File: src/rtl/tick_sync_pkg.sv
// Shared types and defaults for tick_sync: timer state encoding and parameter defaults.
// The optional watchdog is enabled with the TICK_SYNC_WDOG_EN macro in tick_sync.sv.
package tick_sync_pkg;

    typedef enum logic [1:0] {
        ST_IDLE  = 2'd0,
        ST_ALIGN = 2'd1,
        ST_RUN   = 2'd2
    } timer_state_t;

    localparam int SECONDS_W_DEF   = 6;
    localparam int WDOG_CYCLES_DEF = 67108864;

endpackage

File: src/rtl/tick_sync_edge_sync.sv
// edge_sync: multi-flop synchronizer for one divided-clock level plus a registered
// single-cycle strobe on each rising edge of the synchronized level.
module edge_sync #(
    parameter int STAGES = 2
) (
    input  logic clk,
    input  logic rst_n,
    input  logic i_level,
    output logic o_strobe
);

    logic [STAGES-1:0] r_sync;
    logic [STAGES-1:0] r_fill;
    logic              r_hist;
    logic              r_armed;
    logic              r_strobe;

    // r_fill marks when r_sync's last stage holds a real sample rather than a reset zero,
    // so a level that is already high at reset release cannot arm the edge detector.
    always_ff @(posedge clk or negedge rst_n) begin
        if (!rst_n) begin
            r_sync   <= '0;
            r_fill   <= '0;
            r_hist   <= 1'b0;
            r_armed  <= 1'b0;
            r_strobe <= 1'b0;
        end else begin
            r_sync   <= {r_sync[STAGES-2:0], i_level};
            r_fill   <= {r_fill[STAGES-2:0], 1'b1};
            r_hist   <= r_sync[STAGES-1];
            r_armed  <= r_armed | (r_fill[STAGES-1] & ~r_sync[STAGES-1]);
            r_strobe <= r_sync[STAGES-1] & ~r_hist & r_armed;
        end
    end

    assign o_strobe = r_strobe;

endmodule

File: src/rtl/tick_sync.sv
// tick_sync: edge strobes for the three divided clocks plus the door/stop seconds timer.
// Define TICK_SYNC_WDOG_EN to add the missing-1s-edge watchdog and its wdog_fault port.
//
// state    | meaning
// ST_IDLE  | timer inactive, remaining = 0
// ST_ALIGN | loaded, waiting for first 1 s tick (not counted)
// ST_RUN   | counting down on each 1 s tick
module tick_sync
    import tick_sync_pkg::*;
#(
    parameter int SYNC_STAGES = 2,
    parameter int SECONDS_W   = SECONDS_W_DEF,
    parameter int WDOG_CYCLES = WDOG_CYCLES_DEF
) (
    input  logic                 clk,
    input  logic                 rst_n,
    input  logic                 clk_out_in,
    input  logic                 clk_4hz_in,
    input  logic                 f_1s_in,
    output logic                 tick_fast,
    output logic                 tick_4hz,
    output logic                 tick_1s,
    input  logic                 timer_start,
    input  logic [SECONDS_W-1:0] timer_load,
    input  logic                 timer_abort,
    output logic                 timer_busy,
    output logic                 timer_done,
`ifdef TICK_SYNC_WDOG_EN
    output logic [SECONDS_W-1:0] timer_remaining,
    output logic                 wdog_fault
`else
    output logic [SECONDS_W-1:0] timer_remaining
`endif
);

    logic w_tick_fast;
    logic w_tick_4hz;
    logic w_tick_1s;

    edge_sync #(.STAGES(SYNC_STAGES)) u_sync_fast (
        .clk      (clk),
        .rst_n    (rst_n),
        .i_level  (clk_out_in),
        .o_strobe (w_tick_fast)
    );

    edge_sync #(.STAGES(SYNC_STAGES)) u_sync_4hz (
        .clk      (clk),
        .rst_n    (rst_n),
        .i_level  (clk_4hz_in),
        .o_strobe (w_tick_4hz)
    );

    edge_sync #(.STAGES(SYNC_STAGES)) u_sync_1s (
        .clk      (clk),
        .rst_n    (rst_n),
        .i_level  (f_1s_in),
        .o_strobe (w_tick_1s)
    );

    assign tick_fast = w_tick_fast;
    assign tick_4hz  = w_tick_4hz;
    assign tick_1s   = w_tick_1s;

    timer_state_t         r_state;
    timer_state_t         w_state_nxt;
    logic [SECONDS_W-1:0] r_remaining;
    logic [SECONDS_W-1:0] w_remaining_nxt;
    logic                 r_done;
    logic                 w_done_nxt;

    always_ff @(posedge clk or negedge rst_n) begin
        if (!rst_n) begin
            r_state     <= ST_IDLE;
            r_remaining <= '0;
            r_done      <= 1'b0;
        end else begin
            r_state     <= w_state_nxt;
            r_remaining <= w_remaining_nxt;
            r_done      <= w_done_nxt;
        end
    end

    // Priority: abort, then start (zero load = immediate done), then the 1 s tick.
    always_comb begin
        w_state_nxt     = r_state;
        w_remaining_nxt = r_remaining;
        w_done_nxt      = 1'b0;
        if (timer_abort) begin
            w_state_nxt     = ST_IDLE;
            w_remaining_nxt = '0;
        end else if (timer_start) begin
            if (timer_load == '0) begin
                w_state_nxt     = ST_IDLE;
                w_remaining_nxt = '0;
                w_done_nxt      = 1'b1;
            end else begin
                w_state_nxt     = ST_ALIGN;
                w_remaining_nxt = timer_load;
            end
        end else if (w_tick_1s) begin
            case (r_state)
                ST_ALIGN: w_state_nxt = ST_RUN;
                ST_RUN: begin
                    if (r_remaining <= SECONDS_W'(1)) begin
                        w_state_nxt     = ST_IDLE;
                        w_remaining_nxt = '0;
                        w_done_nxt      = 1'b1;
                    end else begin
                        w_remaining_nxt = r_remaining - SECONDS_W'(1);
                    end
                end
                default: w_state_nxt = ST_IDLE;
            endcase
        end
    end

    assign timer_busy      = (r_state != ST_IDLE);
    assign timer_done      = r_done;
    assign timer_remaining = r_remaining;

`ifdef TICK_SYNC_WDOG_EN
    localparam int WD_W = $clog2(WDOG_CYCLES) + 1;

    logic [WD_W-1:0] r_wd_cnt;
    logic            r_wd_fault;

    always_ff @(posedge clk or negedge rst_n) begin
        if (!rst_n) begin
            r_wd_cnt   <= '0;
            r_wd_fault <= 1'b0;
        end else if (w_tick_1s) begin
            r_wd_cnt   <= '0;
            r_wd_fault <= 1'b0;
        end else begin
            if (r_wd_cnt != WD_W'(WDOG_CYCLES)) begin
                r_wd_cnt <= r_wd_cnt + WD_W'(1);
            end
            if (r_wd_cnt == WD_W'(WDOG_CYCLES)) begin
                r_wd_fault <= 1'b1;
            end
        end
    end

    assign wdog_fault = r_wd_fault;
`endif

endmodule
File: config.mk
export PLATFORM = sky130hd
export DESIGN_NAME = tick_sync
export DESIGN_NICKNAME = d
export VERILOG_FILES = /design/src/rtl/tick_sync_pkg.sv /design/src/rtl/tick_sync_edge_sync.sv /design/src/rtl/tick_sync.sv
export SDC_FILE = /design/constraint.sdc
export NUM_CORES = 1
export LEC_CHECK = 0
export BUFFER_PORTS_ARGS = -buffer_cell sky130_fd_sc_hd__buf_2
export CAP_MARGIN = 40
export CORE_MARGIN = 4
export CORE_UTILIZATION = 52
export CTS_CLUSTER_DIAMETER = 50
export CTS_CLUSTER_SIZE = 12
export DETAILED_ROUTE_END_ITERATION = 7
export GPL_TIMING_DRIVEN = 1
export PLACE_DENSITY = 0.77
export REMOVE_ABC_BUFFERS = 1
export SYNTH_ARGS = -nofsm -noshare
export SYNTH_HDL_FRONTEND = slang
export SYNTH_SLANG_ARGS = --single-unit
File: constraint.sdc
create_clock -name clk -period 1.8 [get_ports clk]
set_input_delay 0.09 -clock clk [delete_from_list [all_inputs] [get_ports clk]]
set_output_delay 0.09 -clock clk [all_outputs]
set_load 0.05 [all_outputs]
# ---- Yosys cells after proc, flatten, opt, wreduce, memory -nomap -nowiden
# Cells that the tools add are included.
dict set report classes {
  muxes 18
  bitwise 18
  n_addsub 1
  n_reduce_logical 6
  order_cmp 1
  n_eq_ne 3
}
# cell count
set op_table {}
lappend op_table {{$mux W6} 6}
lappend op_table {{$and A1 B1 Y1} 9}
lappend op_table {{$mux W2} 4}
lappend op_table {{$mux W1} 7}
lappend op_table {{$le A6 B1 Y1 const B} 1}
lappend op_table {{$logic_not A6 Y1} 1}
lappend op_table {{$not A1 Y1} 6}
lappend op_table {{$reduce_bool A3 Y1} 2}
lappend op_table {{$sub A6 B1 Y6 const B} 1}
lappend op_table {{$ne A4 B4 Y1 const B} 1}
lappend op_table {{$pmux W2 S2} 1}
lappend op_table {{$reduce_and A2 Y1} 2}
lappend op_table {{$or A1 B1 Y1} 3}
lappend op_table {{$eq A2 B1 Y1 const B} 1}
lappend op_table {{$eq A2 B2 Y1 const B} 1}
lappend op_table {{$reduce_bool A2 Y1} 1}
dict set report totals {
  wordCells 65
  reg_bits 30
  out_inout_bits 11
}

# ---- Longest topological paths before layout
# Gate-level depths: netlist (run 1).
dict set report depth {
  word_depth 6
  ltp_mapped 5
}

# ---- Cells and area by module
# Synthesis (run 1) repeated with hierarchy kept, for this count alone.
dict set report hier_totals {
  hier_cells 106
  hier_area_um2 1222.4
}
# module cells_each n_inst area_per_inst_um2
set by_module_without_submodules {}
lappend by_module_without_submodules {tick_sync 70 1 629.4}
lappend by_module_without_submodules {edge_sync 12 3 197.7}

# ---- Worst setup path after synthesis (run 1)
# Ideal clock, no wire load.
dict set report synth_path {
  kind {reg-to-reg}
  start {register r_remaining[2] (netlist: timer_remaining[2])}
  end {register r_done (netlist: timer_done)}
  period_less_slack_ns 1.817
  path_slack_ns -0.017
  arrival_time_ns 1.739
  n_path_buf 1
  path_stages_with_launch 5
  cell_sequence {dfrtp_1 or3_1 clkbuf_2 or4_1 a21oi_1}
}
dict set report synth_between {
  elab_chain_cells 6
}
# item line_no
set synth_rtl {}
lappend synth_rtl {{start, declared} tick_sync.sv:67} ;# logic [SECONDS_W-1:0] r_remaining;
lappend synth_rtl {{start signal, assigned} tick_sync.sv:79} ;# r_remaining <= w_remaining_nxt;
lappend synth_rtl {{$le A6 B1 Y1} tick_sync.sv:105} ;# if (r_remaining <= SECONDS_W'(1)) begin
lappend synth_rtl {{$mux W1} tick_sync.sv:105}
lappend synth_rtl {{$mux W1} tick_sync.sv:102} ;# case (r_state)
lappend synth_rtl {{$mux W1} tick_sync.sv:101} ;# end else if (w_tick_1s) begin
lappend synth_rtl {{$mux W1} tick_sync.sv:92} ;# end else if (timer_start) begin
lappend synth_rtl {{$mux W1} tick_sync.sv:89} ;# if (timer_abort) begin
lappend synth_rtl {{via w_done_nxt} tick_sync.sv:70} ;# logic w_done_nxt;
lappend synth_rtl {{end signal, assigned} tick_sync.sv:80} ;# r_done <= w_done_nxt;
lappend synth_rtl {{end, declared} tick_sync.sv:69} ;# logic r_done;
# The timed path passes the listed nets, and every way through them passes these cells.
# A chain may end at the register's enable or synchronous reset.

# ---- Worst setup path in the final report (run 1)
dict set report layout_path {
  start {register r_remaining[0] (netlist: timer_remaining[0])}
  end {register r_done (netlist: timer_done)}
}
# The elaborated chain is that of the path after synthesis.

==> results of run 1 <==
-- state kept, by name (all words and copies together) (netlist names) --
name                  flops
u_sync_4hz.r_armed        1
u_sync_1s.r_fill          2
u_sync_1s.r_armed         1
u_sync_1s.r_sync          2
u_sync_fast.r_sync        2
u_sync_4hz.o_strobe       1
r_state                   2
u_sync_fast.r_armed       1
u_sync_4hz.r_sync         2
u_sync_fast.o_strobe      1
timer_remaining           6
u_sync_fast.r_hist        1
u_sync_4hz.r_hist         1
u_sync_1s.o_strobe        1
timer_done                1
u_sync_1s.r_hist          1
-- stage by stage --
step,power [mW],setup WS (ns),utilization [%],hold slack [ns],std cells
2_1_floorplan,0.751,0.0192,-,-0.206,94
3_3_place_gp,0.816,0.224,61.8,0.104,145
3_5_place_dp,0.819,0.152,61.8,0.118,145
4_1_cts,1.22,0.120,66.4,0.0143,153
5_1_grt,1.27,0.00695,66.4,0.00731,153
6_report,1.20,0.126,66.4,0.0198,153
-- layout make-up --
type	count	area [µm²]	area share [%]
Clock buffer	3	22.5	1.69
Multi-Input combinational cell	58	392	29.4
Clock inverter	1	30.0	2.26
Timing Repair Buffer	28	163	12.2
Inverter	10	37.5	2.82
Tap cell	27	33.8	2.54
Sequential cell	26	652	49.0
-- metal layers --
metal / routed length [µm] / vias to the layer above
met2: 987 / 29
met4: 44 / 0
li1: - / 406
met3: 120 / 6
met5: 0 / -
met1: 914 / 410
-- worst paths after layout --
| kind | start | slack (ns) | to | cells after the start |
|---|---|---|---|---|
| max | timer_remaining[0] | 0.13 | timer_done | 5 |
| min | timer_load[0] | 0.02 | timer_remaining[0] | 3 |
| max reg2reg | timer_remaining[0] | 0.13 | timer_done | 5 |
| min reg2reg | u_sync_4hz.r_sync[0] | 0.37 | u_sync_4hz.r_sync[1] | 0 |
| max in group asynchronous | rst_n | 1.12 | timer_remaining[0] | 2 |
| min in group asynchronous | rst_n | 0.28 | u_sync_fast.o_strobe | 2 |
-- power breakdown --
part / total, mW / internal (mW) / leakage [nW] / switching [mW]
logic: 0.180 / 0.0618 / 0.294 / 0.118
clock network: 0.386 / 0.225 / 0.0279 / 0.161
registers: 0.634 / 0.611 / 0.311 / 0.0231
-- cells in the final DEF, fill, tap and decap left out, types with 2 or more instances in the layout --
| cell | n |
|---|---|
| a21o_1 | 3 |
| a21oi_1 | 5 |
| a221oi_1 | 2 |
| a311oi_1 | 3 |
| a31oi_1 | 2 |
| buf_2 | 23 |
| clkbuf_4 | 3 |
| dfrtp_1 | 25 |
| dlygate4sd3_1 | 4 |
| ha_1 | 2 |
| inv_1 | 10 |
| nand2_1 | 4 |
| nand4b_1 | 2 |
| nor2_1 | 8 |
| nor3b_1 | 2 |
| o211ai_1 | 2 |
| o21bai_1 | 2 |
| or2_2 | 2 |
-- worst max-delay path, cell delays in order (launching register included) --
cell	delay [ns]
dfrtp_2	0.47
inv_1	0.10
ha_1	0.22
o21bai_1	0.16
or4_1	0.50
a21oi_1	0.16
-- repair_timing --
item | 4_1_cts | 5_1_grt
endpoints found under the hold margin | 29 | 0
gates resized for setup | 0 | 1
endpoints found under the setup margin | 0 | 1
hold buffers | 4 | 0
-- kinds of logic after synthesis --
| group | after synthesis |
|---|---|
| AND/OR/NAND/NOR | 29 |
| adder cells (fa/ha/maj) | 2 |
| flip-flops | 26 |
| buffers and inverters | 13 |
| AO/OA/AOI/OAI | 26 |
| other | 1 |
==> metrics.csv, run 1 <==
metric,value,unit
numCtsBuffers,3,
wl_per_cell,13.5,µm
path_class,reg -> reg,
grtUsageMet1,23.0,%
cts_buffer_depth,2,
hpwl,1.53,mm
syn_to_final_growth,19.8,%
nNetsFinal,142,
grt_remaining_overflow,0,
drc,0,
drv_slew,0,
root_buffer,clkbuf_4,
track_usage,16.6,%
top_usage_layer,met2,
use_met2,26.5,%
wl,2.07,mm
slew_headroom,62.9,%
insertion_delay,0.31,ns
antenna_cells,0,
cp.arrival,1.92,ns
grt_max_degree,27,
synthTopCellsByCount,"26 x dfrtp_1, 10 x inv_1, 8 x nor2_1, 5 x a21oi_1, 4 x nand2_1",
tns,0,ns
gp_congestion,0.824,
first_pass_iters,5,
syn_area,1110,µm²
design_area,1330,µm²
placedInstanceArea,1240,µm²
end_kind,flip-flop,
finalSetupViolCount,0,
die_area,2940,µm²
finalCriticalPeriod,1.67,ns
grt_pass1_wl,3.51,mm
grt_setup_unrepaired,false,
synth_cell_types,37,
cts_tree,yes,
antenna_found_initial,0,
rows,16,
ctsHtreeMaxLevel,1,
synth_compound_area_share,17.7,%
post_cts_buffers,0,
synth_seq_cells,26,
worstHoldPathType,in -> reg,
synth.area.mux_share,0,%
drive_gt1_share,27.0,%
power.density,902,nW/µm²
grt_pass1_vias,796,
io_buffer_count,23,
synth_xor_area_share,0,%
drt_iter0_markers,26,
status,"complete, no violations",
use_met3,2.22,%
viasPerCell,5.56,
avgSynthCellArea,11.4,µm²
hold_viol_final,0,
syn_inst,97,
core,2000,µm²
die_h,54.2,µm
ys.flop_type,dfrtp_1,
antenna_left,0,
power.leakage,0.632,nW
worst_ep_required_time,2.04,ns
netlist.area_leader.share,58.6,%
route.vias.total,851,
io_pins,24,
finClkSkew,0.000918,ns
synthSimpleGateAreaFrac,15.0,%
ys_warn_count,0,
synth.area.top_cells,"dfrtp_1 59%, inv_1 3.4%, nor2_1 2.7%",
maxCapViolCount,0,
crit_path_start_kind,flip-flop,
synth_adder_area_share,2.25,%
path_max_fanout,7,
final.fill_count,172,
synth_seq_area_share,58.6,%
worst_pin_slew,0.557,ns
synth_edf_count,0,
synth_top_family_by_area,compound AO/OA/AOI/OAI gates,
min_period_over_period,93.0,%
die_x,54.2,µm
initial_core_util,55.4,%
max_freq,598,MHz
yosysMostFrequentCell,dfrtp_1,
ir_worst_vdd,0.783,mV
synth_top_area_cell,dfrtp_1,
async_reset_ff_share,100,%
clkTransAtPathRegs,0.13,ns
clock_sinks,26,
Power figures use the tool's default switching activity.
==> run 2, diff against run 1 <==
--- a/config.mk
+++ b/config.mk
@@ -7,13 +7,15 @@
 export LEC_CHECK = 0
 export BUFFER_PORTS_ARGS = -buffer_cell sky130_fd_sc_hd__buf_2
 export CAP_MARGIN = 40
+export CELL_PAD_IN_SITES_DETAIL_PLACEMENT = 2
+export CELL_PAD_IN_SITES_GLOBAL_PLACEMENT = 2
 export CORE_MARGIN = 4
-export CORE_UTILIZATION = 52
+export CORE_UTILIZATION = 33
 export CTS_CLUSTER_DIAMETER = 50
 export CTS_CLUSTER_SIZE = 12
 export DETAILED_ROUTE_END_ITERATION = 7
 export GPL_TIMING_DRIVEN = 1
-export PLACE_DENSITY = 0.77
+export PLACE_DENSITY_LB_ADDON = 0.1
 export REMOVE_ABC_BUFFERS = 1
 export SYNTH_ARGS = -nofsm -noshare
 export SYNTH_HDL_FRONTEND = slang
==> constraint.sdc (replaced) <==
create_clock -name clk -period 1.6 [get_ports clk]
set_input_delay 0.08 -clock clk [delete_from_list [all_inputs] [get_ports clk]]
set_output_delay 0.08 -clock clk [all_outputs]
set_load 0.05 [all_outputs]
==> run 2 against run 1 <==
- via count grew 11%
- power rose by 20%
- fmax rose by 7.3%
- non-clock buffer count up 11
- combinational power grew 47%
- design area increased by 10%
- sequential power increased by 12%
- routed wire length grew 59%
- clock skew is 0.013 ns higher
- final cell count rose by 18%
- critical endpoint unchanged
- largest cell class unchanged
==> metrics.csv, run 2 (synthesis gave the netlist of run 1 again) <==
metric,value,unit,change
die_x,66.0,µm,+22%
antenna_cells,0,,unchanged
cts_buffer_depth,2,,unchanged
design_area,1470,µm²,+10%
post-place-ws,-0.0629,ns,-0.215 ns
wl,3.28,mm,+59%
die_area,4350,µm²,+48%
drt_iter0_markers,28,,+7.7%
slew_headroom,60.2,%,-2.7 points
drc,0,,unchanged
reg2reg_setup_slack,0.04,ns,-0.09 ns
layout.cells.most_common,dfrtp_1,,
grt_pass1_vias,1059,,+33%
initial_core_util,35.5,%,-20 points
cts_tree,yes,,
antenna_left,0,,unchanged
path_class,reg -> reg,,
min_period_over_period,97.5,%,+4.5 points
clkTransAtPathRegs,0.16,ns,+0.03 ns
end_kind,flip-flop,,
nNetsFinal,153,,+7.7%
die_h,66.0,µm,+22%
grt_max_degree,27,,unchanged
drive_gt1_share,33.6,%,+6.6 points
largest_reg_flops,6,,unchanged
drv_slew,0,,unchanged
most-common-layout-cells,"26 x dfrtp_1, 23 x buf_2, 10 x inv_1",,
syn_to_final_growth,32.1,%,
seq_area,651,µm²,-0.19%
route.vias.total,941,,+11%
grt_pass1_wl,5.43,mm,+55%
path_max_fanout,5,,-2
viasPerCell,5.20,,-6.5%
crit_path_start_kind,flip-flop,,
rows,20,,+4
power.total,1.44,mW,+20%
wl_per_cell,18.1,µm,+34%
max_freq,641,MHz,+7.3%
track_usage,17.1,%,+0.44 points
root_buffer,clkbuf_4,,
numCtsBuffers,3,,unchanged
antenna_found_initial,0,,unchanged
worst_pin_slew,0.596,ns,+0.0398 ns
core,3130,µm²,+56%
io_buffer_count,23,,unchanged
ctsHtreeMaxLevel,1,,unchanged
hpwl,2.13,mm,+39%
fin_util,46.9,%,-20 points
power.leakage,0.691,nW,+9.2%
status,"complete, no violations",,
maxCapViolCount,0,,unchanged
insertion_delay,0.34,ns,+0.03 ns
grt_remaining_overflow,0,,unchanged
hold_viol_final,0,,unchanged
cp.arrival,1.85,ns,-0.07 ns
finClkSkew,0.0140,ns,+0.0131 ns
power.density,985,nW/µm²,+9.2%
io_pins,24,,unchanged
ir_worst_vdd,0.468,mV,-40%
clock_sinks,26,,unchanged
finalCriticalPeriod,1.56,ns,-0.114 ns
worstHoldPathType,in -> reg,,
gp_congestion,0.844,,+2.4%
finalSetupViolCount,0,,unchanged
placedInstanceArea,1300,µm²,+5.4%
multi_input_area,418,µm²,+6.7%
final.fill_count,325,,+89%
worst_ep_required_time,1.89,ns,-0.15 ns
fin_ws,0.0404,ns,-0.0859 ns
first_pass_iters,4,,-1
## run 2: repair_timing
item | in CTS | in global routing
hold endpoints to repair | 32 | 0
buffers inserted | 1 | 1
endpoints found under the setup margin | 6 | 5
pin swaps | 0 | 0
gates resized for setup | 1 | 5
hold buffers | 7 | 0
## run 2: stage by stage
stage               TNS (ns)  hold slack [ns]  instances
finish                     0          0.00782        181
global route        -0.00517          0.00221        181
CTS                        0          0.00999        180
detailed placement    -0.150            0.124        168
global placement           0            0.108        168
floorplan             -0.960           -0.216         94
## run 2: per-layer routing
layer  up-vias  GRT usage (%)  share of wire (%)
met5         -              0                  0
met4         0           7.11                1.6
met3         4           2.72                2.4
met2        14           27.9                 51
met1       493           22.4                 45
li1        430              -                  -
## run 2: report_power, final
part	switching (mW)	internal [mW]
Sequential	0.0208	0.687
Combinational	0.166	0.0994
Clock	0.218	0.254
Total	0.404	1.04
## run 2: worst paths after layout
kind | from | endpoint | cells after the start
max | timer_remaining[4] | timer_done | 3
min | timer_abort | timer_done | 2
max reg2reg | timer_remaining[4] | timer_done | 3
min reg2reg | u_sync_fast.r_sync[0] | u_sync_fast.r_sync[1] | 0
max in group asynchronous | rst_n | u_sync_1s.r_hist | 2
min in group asynchronous | rst_n | timer_remaining[5] | 2
## run 2: final cells by class
cell class                 instances  area share [%]
multi-input combinational         58            28.5
timing repair buffer              39            17.2
inverter                          10            2.56
sequential                        26            44.4
clock buffer                       3            1.54
tap                               44            3.75
clock inverter                     1            2.05
## run 2: worst max-delay path, stage by stage, from the launching register on
cell and delay (ns):
dfrtp_1 0.42, or3_4 0.42, or4_4 0.53, a21oi_2 0.14
